$ cat config.mk
export PLATFORM = sky130hd
export DESIGN_NAME = pulse_stretcher_flat
export DESIGN_NICKNAME = d
export VERILOG_FILES = /design/src/rtl/pulse_stretcher_if.sv /design/src/rtl/pulse_stretcher.sv /design/src/flat_wrapper.sv
export SDC_FILE = /design/constraint.sdc
export NUM_CORES = 1
export LEC_CHECK = 0
export CORE_UTILIZATION = 45
export CTS_CLUSTER_DIAMETER = 50
export CTS_CLUSTER_SIZE = 12
export DETAILED_ROUTE_END_ITERATION = 7
export GPL_ROUTABILITY_DRIVEN = 0
export GPL_TIMING_DRIVEN = 0
export PLACE_DENSITY = 0.77
export SLEW_MARGIN = 20
export SYNTH_ARGS = -nofsm -noshare
export SYNTH_HDL_FRONTEND = slang
export SYNTH_SLANG_ARGS = --single-unit
$ cat constraint.sdc
create_clock -name clk -period 5.2 [get_ports clk]
set_input_delay 0.78 -clock clk [delete_from_list [all_inputs] [get_ports clk]]
set_output_delay 0.78 -clock clk [all_outputs]
set_load 0.05 [all_outputs]
$ cat src/rtl/pulse_stretcher_if.sv
// ---------------------------------------------------------------------------
// pulse_stretcher_if
//   Groups the trigger/length inputs and the stretched-pulse status outputs
//   of pulse_stretcher into one bundle.
//
//   Signals:
//     in       trigger level, 1 = event, sampled each rising edge
//     len      pulse length in cycles (N bits), used only on an accepted trigger
//     out      stretched pulse
//     busy     high while the stretcher is in HIGH or HOLD
//     dropped  one-cycle flag: a sampled trigger was not accepted
//
//   Modports:
//     master   the event source (drives in/len, observes status)
//     slave    the stretcher itself
// ---------------------------------------------------------------------------
interface pulse_stretcher_if #(
    parameter int N = 8
);
    logic         in;
    logic [N-1:0] len;
    logic         out;
    logic         busy;
    logic         dropped;

    modport master (
        output in,
        output len,
        input  out,
        input  busy,
        input  dropped
    );

    modport slave (
        input  in,
        input  len,
        output out,
        output busy,
        output dropped
    );
endinterface

$ cat src/rtl/pulse_stretcher.sv
// ---------------------------------------------------------------------------
// pulse_stretcher
//   Turns single-cycle event strobes into a clean high window of programmable
//   length, with optional retrigger and a post-pulse holdoff during which new
//   triggers are ignored.
//
//   Parameters:
//     N          width of len and of the pulse down-counter
//     RETRIGGER  1: a trigger during a pulse reloads the counter
//                0: a trigger during a pulse is ignored and flagged as dropped
//     HOLDOFF    number of low cycles forced after each pulse (0 = none)
//
//   Ports:
//     clk        rising-edge clock
//     rst        asynchronous reset, active-low
//     bus.in     trigger (level, sampled each edge)
//     bus.len    pulse length, captured only when a trigger is accepted
//     bus.out    stretched pulse, registered
//     bus.busy   registered, 1 while state is HIGH or HOLD
//     bus.dropped registered one-cycle flag for a trigger that was not accepted
// ---------------------------------------------------------------------------
module pulse_stretcher #(
    parameter int N         = 8,
    parameter int RETRIGGER = 1,
    parameter int HOLDOFF   = 2
) (
    input  logic              clk,
    input  logic              rst,
    pulse_stretcher_if.slave  bus
);

    // Hold counter only needs to represent 0..HOLDOFF.
    localparam int HW = (HOLDOFF > 1) ? $clog2(HOLDOFF + 1) : 1;

    typedef enum logic [1:0] {
        IDLE = 2'd0,
        HIGH = 2'd1,
        HOLD = 2'd2
    } state_t;

    state_t         state,    state_d;
    logic [N-1:0]   cnt,      cnt_d;
    logic [HW-1:0]  hold_cnt, hold_d;
    logic           out_q,    out_d;
    logic           busy_q,   busy_d;
    logic           drop_q,   drop_d;
    logic           trig_ok;

    // A trigger with len==0 never starts or reloads a pulse.
    assign trig_ok = bus.in && (bus.len != '0);

    // -----------------------------------------------------------------------
    // State / counter / output registers
    // -----------------------------------------------------------------------
    always_ff @(posedge clk or negedge rst) begin
        if (!rst) begin
            state    <= IDLE;
            cnt      <= '0;
            hold_cnt <= '0;
            out_q    <= 1'b0;
            busy_q   <= 1'b0;
            drop_q   <= 1'b0;
        end else begin
            state    <= state_d;
            cnt      <= cnt_d;
            hold_cnt <= hold_d;
            out_q    <= out_d;
            busy_q   <= busy_d;
            drop_q   <= drop_d;
        end
    end

    // -----------------------------------------------------------------------
    // Next-state and next-output logic
    // -----------------------------------------------------------------------
    always_comb begin
        state_d = state;
        cnt_d   = cnt;
        hold_d  = hold_cnt;
        drop_d  = 1'b0;

        case (state)
            IDLE: begin
                if (trig_ok) begin
                    state_d = HIGH;
                    cnt_d   = bus.len;
                end else if (bus.in) begin
                    drop_d  = 1'b1;
                end
            end

            HIGH: begin
                if (RETRIGGER != 0 && trig_ok) begin
                    // Reload wins even on the edge where the pulse would end.
                    cnt_d = bus.len;
                end else begin
                    if (bus.in) begin
                        drop_d = 1'b1;
                    end
                    // cnt<=1 (not ==1) so the counter can never wrap in HIGH.
                    if (cnt <= N'(1)) begin
                        cnt_d = '0;
                        if (HOLDOFF > 0) begin
                            state_d = HOLD;
                            hold_d  = HW'(HOLDOFF);
                        end else begin
                            state_d = IDLE;
                        end
                    end else begin
                        cnt_d = cnt - N'(1);
                    end
                end
            end

            HOLD: begin
                if (hold_cnt <= HW'(1)) begin
                    // Last holdoff cycle: this edge already behaves like IDLE.
                    hold_d  = '0;
                    state_d = IDLE;
                    if (trig_ok) begin
                        state_d = HIGH;
                        cnt_d   = bus.len;
                    end else if (bus.in) begin
                        drop_d  = 1'b1;
                    end
                end else begin
                    hold_d = hold_cnt - HW'(1);
                    if (bus.in) begin
                        drop_d = 1'b1;
                    end
                end
            end

            default: begin
                state_d = IDLE;
                cnt_d   = '0;
                hold_d  = '0;
            end
        endcase

        // out and busy are registered images of the next state.
        out_d  = (state_d == HIGH);
        busy_d = (state_d != IDLE);
    end

    assign bus.out     = out_q;
    assign bus.busy    = busy_q;
    assign bus.dropped = drop_q;

endmodule

$ cat src/flat_wrapper.sv
// flat-port wrapper written by rule: the top's interface ports become plain ports
module pulse_stretcher_flat 
#(
    parameter int N         = 8,
    parameter int RETRIGGER = 1,
    parameter int HOLDOFF   = 2
)
  (clk, rst, bus_in, bus_len, bus_out, bus_busy, bus_dropped);
  pulse_stretcher_if #(.N(N)) bus_i ();
  input  logic clk;
  input  logic rst;
  input wire logic [$bits(bus_i.in)-1:0] bus_in;
  input wire logic [$bits(bus_i.len)-1:0] bus_len;
  output wire logic [$bits(bus_i.out)-1:0] bus_out;
  output wire logic [$bits(bus_i.busy)-1:0] bus_busy;
  output wire logic [$bits(bus_i.dropped)-1:0] bus_dropped;
  assign bus_i.in = bus_in;
  assign bus_i.len = bus_len;
  assign bus_out = bus_i.out;
  assign bus_busy = bus_i.busy;
  assign bus_dropped = bus_i.dropped;
  pulse_stretcher #(.N(N), .RETRIGGER(RETRIGGER), .HOLDOFF(HOLDOFF)) u_core (.clk(clk), .rst(rst), .bus(bus_i));
endmodule
==> flow_metrics.env <==
export IMPL_run_status="complete, no violations"
export IMPL_htree_levels=1
export IMPL_areaGrowthSynthToFinish_pct=19.1
export IMPL_clk_latency_ns=0.29
export IMPL_grt_pass1_vias=781
export IMPL_synth_distinct_cells=42
export IMPL_cp_data_required_time_ns=5.44
export IMPL_design_core_area_um2=2020
export IMPL_setup_violations=0
export IMPL_total_leakage_power_nw=0.499
export IMPL_start_util=0.493
export IMPL_synth_net_count=121
export IMPL_vias_per_cell=5.91
export IMPL_dp_hpwl_um=1550
export IMPL_cts_tree="built"
export IMPL_cts_clk_slew_worst_paths_ns=0.09
export IMPL_drc=0
export IMPL_rows=16
export IMPL_synth_area_um2=997
export IMPL_fill_cells=191
export IMPL_dp_cells=143
export IMPL_post_cts_buffers=0
export IMPL_cts_sinks=15
export IMPL_diodes=0
export IMPL_ctsHoldBuffers=0
export IMPL_slew_viol_final=0
export IMPL_vias=869
export IMPL_combPwrFrac=0.578
export IMPL_layoutNonFillerInstCount=147
export IMPL_pwr_share_seq=0.319
export IMPL_io_pins=14
export IMPL_setup_worst_path_class="in2reg"
export IMPL_grt_max_degree=16
export IMPL_tightestPinTransition_ns=0.705
export IMPL_die_area_um2=2410
export IMPL_cts_resized=0
export IMPL_drt_iter0_markers=29
export IMPL_placed_cell_area_um2=1160
export IMPL_hold_path_class="reg2reg"
export IMPL_synth_cells=103
export IMPL_antenna_found_initial=0
export IMPL_clkPwrFrac=0.103
export IMPL_post_route_util=0.587
export IMPL_routedWlPerCell_um=14.0
export IMPL_cts_root_buffer="clkbuf_4"
export IMPL_end_kind="register"
export IMPL_power_density_nw_per_um2=554
export IMPL_fp_dieH_um=49.1
export IMPL_slew_headroom=0.528
export IMPL_final_design_area_no_fill_um2=1190
export IMPL_yosys_warnings=0
export IMPL_cp_start_kind="input port"
export IMPL_final_hold_viol_count=0
export IMPL_cap_viol_max_count=0
export IMPL_dieWidth_um=49.1
export IMPL_period_minus_slack_ns=2.77
export IMPL_dr_pass1_iters=5
export IMPL_track_usage=0.196
export IMPL_ys_seq_elements=15
export IMPL_setup_tns_ns=0
export IMPL_nets=139
export IMPL_p_switching_uw=300
export IMPL_numPortBuffers=13
export IMPL_seq_area_frac_synth=0.376
export IMPL_totalWireLength_um=2060
export IMPL_postSynthAreaPerCell_um2=9.68
export IMPL_detail_route_antenna_nets=0
export IMPL_worst_path_max_fanout=8
export IMPL_intPower_uw=357
export IMPL_rsz0062_at_grt="false"
export IMPL_worstPathArrival_ns=3.01
export IMPL_drive_gt1_frac=0.0917
export IMPL_ir_drop_mv=0.276
export IMPL_power_uw=658
export IMPL_cts_buffer_depth=2
export IMPL_overflow=0
export IMPL_p_sw_frac=0.457
export IMPL_grt_first_pass_wirelength_um=3500
export IMPL_min_period_over_period=0.533
export IMPL_fin_skew_ns=0.00394
export IMPL_numCtsBuffers=3
export IMPL_timing_fmax_mhz=361
synthesized netlist by cell type:
| library cell | number | area, um^2 |
|---|---|---|
| a21boi_0 | 1 | 7.51 |
| a21o_1 | 1 | 7.51 |
| a21oi_1 | 3 | 15.0 |
| a221o_1 | 6 | 60.1 |
| a22o_1 | 1 | 8.76 |
| a22oi_1 | 1 | 7.51 |
| a2bb2oi_1 | 1 | 8.76 |
| a31o_2 | 1 | 8.76 |
| a31oi_1 | 2 | 12.5 |
| a41oi_1 | 1 | 8.76 |
| and2_1 | 2 | 12.5 |
| buf_6 | 1 | 11.3 |
| clkbuf_1 | 1 | 3.75 |
| dfrtp_1 | 15 | 375 |
| ha_1 | 7 | 87.6 |
| inv_1 | 6 | 22.5 |
| mux2_2 | 1 | 11.3 |
| nand2_1 | 9 | 33.8 |
| nand2b_1 | 3 | 18.8 |
| nand3_1 | 2 | 10.0 |
| nand3b_1 | 1 | 7.51 |
| nor2_1 | 6 | 22.5 |
| nor3_1 | 2 | 10.0 |
| nor3_2 | 1 | 10.0 |
| nor3b_1 | 1 | 7.51 |
| nor4_1 | 2 | 12.5 |
| nor4_2 | 1 | 12.5 |
| o2111ai_1 | 1 | 8.76 |
| o211a_1 | 1 | 10.0 |
| o211ai_1 | 2 | 15.0 |
| o21a_1 | 1 | 7.51 |
| o21ai_0 | 6 | 30.0 |
| o21bai_1 | 2 | 15.0 |
| o21bai_2 | 1 | 11.3 |
| o311ai_0 | 1 | 8.76 |
| o31ai_1 | 1 | 7.51 |
| o41ai_1 | 1 | 8.76 |
| or2_1 | 1 | 6.26 |
| or3_1 | 2 | 12.5 |
| or4_4 | 2 | 22.5 |
| or4b_1 | 1 | 10.0 |
| xor2_1 | 1 | 8.76 |
worst paths after layout:
check	startpoint	endpoint	slack, ns	depth (start not counted)
worst max-delay path	bus_len[4]	u_core.cnt[5]	2.43	6
worst min-delay path	u_core.cnt[1]	u_core.cnt[1]	0.54	1
worst max register to register	u_core.state[0]	u_core.cnt[4]	3.15	8
worst min register to register	u_core.cnt[1]	u_core.cnt[1]	0.54	1
max in group asynchronous	rst	u_core.state[1]	3.87	1
min in group asynchronous	rst	u_core.cnt[4]	0.90	1
registers in the layout (all words and copies together), names as in the netlist:
register / count
u_core.bus.busy: 1
u_core.bus.out: 1
u_core.bus.dropped: 1
u_core.hold_cnt: 2
u_core.cnt: 8
u_core.state: 2
cells in the final DEF, fill, tap and decap left out, drive strengths merged, types with 2 or more instances in the layout:
cell type	synthesis	layout
nand2b	3	3
o21ai	6	6
nor4	3	3
o211ai	2	2
a221o	6	6
nand2	9	9
a21oi	3	3
clkbuf	1	5
nand3	2	2
a31oi	2	2
nor3	3	3
clkdlybuf4s50	0	13
inv	6	6
o21bai	3	3
dfrtp	15	15
and2	2	2
ha	7	7
or3	2	2
nor2	6	6
or4	2	2
metrics by stage:
step	setup slack, ns	hold WS (ns)
floorplan	2.66	0.484
global placement	2.14	0.521
detailed placement	2.13	0.520
CTS	2.43	0.545
global route	2.32	0.558
finish	2.43	0.543
cell type report:
cell class / instances / area (um^2) / share of cell area
timing repair buffer: 13 / 130 / 0.110
tap: 27 / 33.8 / 0.0285
buffer: 2 / 15.0 / 0.0126
sequential: 15 / 375 / 0.316
inverter: 6 / 22.5 / 0.0190
clock buffer: 4 / 26.3 / 0.0221
multi-input combinational: 80 / 584 / 0.492
cell families after synthesis:
family                     share of synthesized area
and+or+nand+nor                                0.210
xor gates and xnor gates                     0.00878
buffers and inverters                         0.0376
DFF                                            0.376
muxes                                         0.0113
AOI/OAI and AO/OA                              0.269
adders and majority gates                     0.0878
worst max-delay path, stage by stage:
cell,delay (ns)
clkdlybuf4s50_1,0.44
or4_4,0.56
or2_1,0.26
a31oi_1,0.60
o21bai_2,0.24
a221o_1,0.14
power groups by stage:
stage | Clock [mW] | Sequential, mW | Combinational (mW)
2_1_floorplan | 0 | 0.230 | 0.265
3_3_place_gp | 0 | 0.211 | 0.366
3_5_place_dp | 0 | 0.213 | 0.376
4_1_cts | 0.0708 | 0.210 | 0.380
5_1_grt | 0.0769 | 0.216 | 0.419
6_report | 0.0678 | 0.210 | 0.380
routing by layer:
metal / GRT usage / up-vias / routed length, um
li1: - / 431 / -
met1: 0.262 / 409 / 983
met2: 0.295 / 24 / 934
met3: 0.0280 / 5 / 91
met4: 0.123 / 0 / 51
met5: 0 / - / 0
Power figures use the tool's default switching activity.
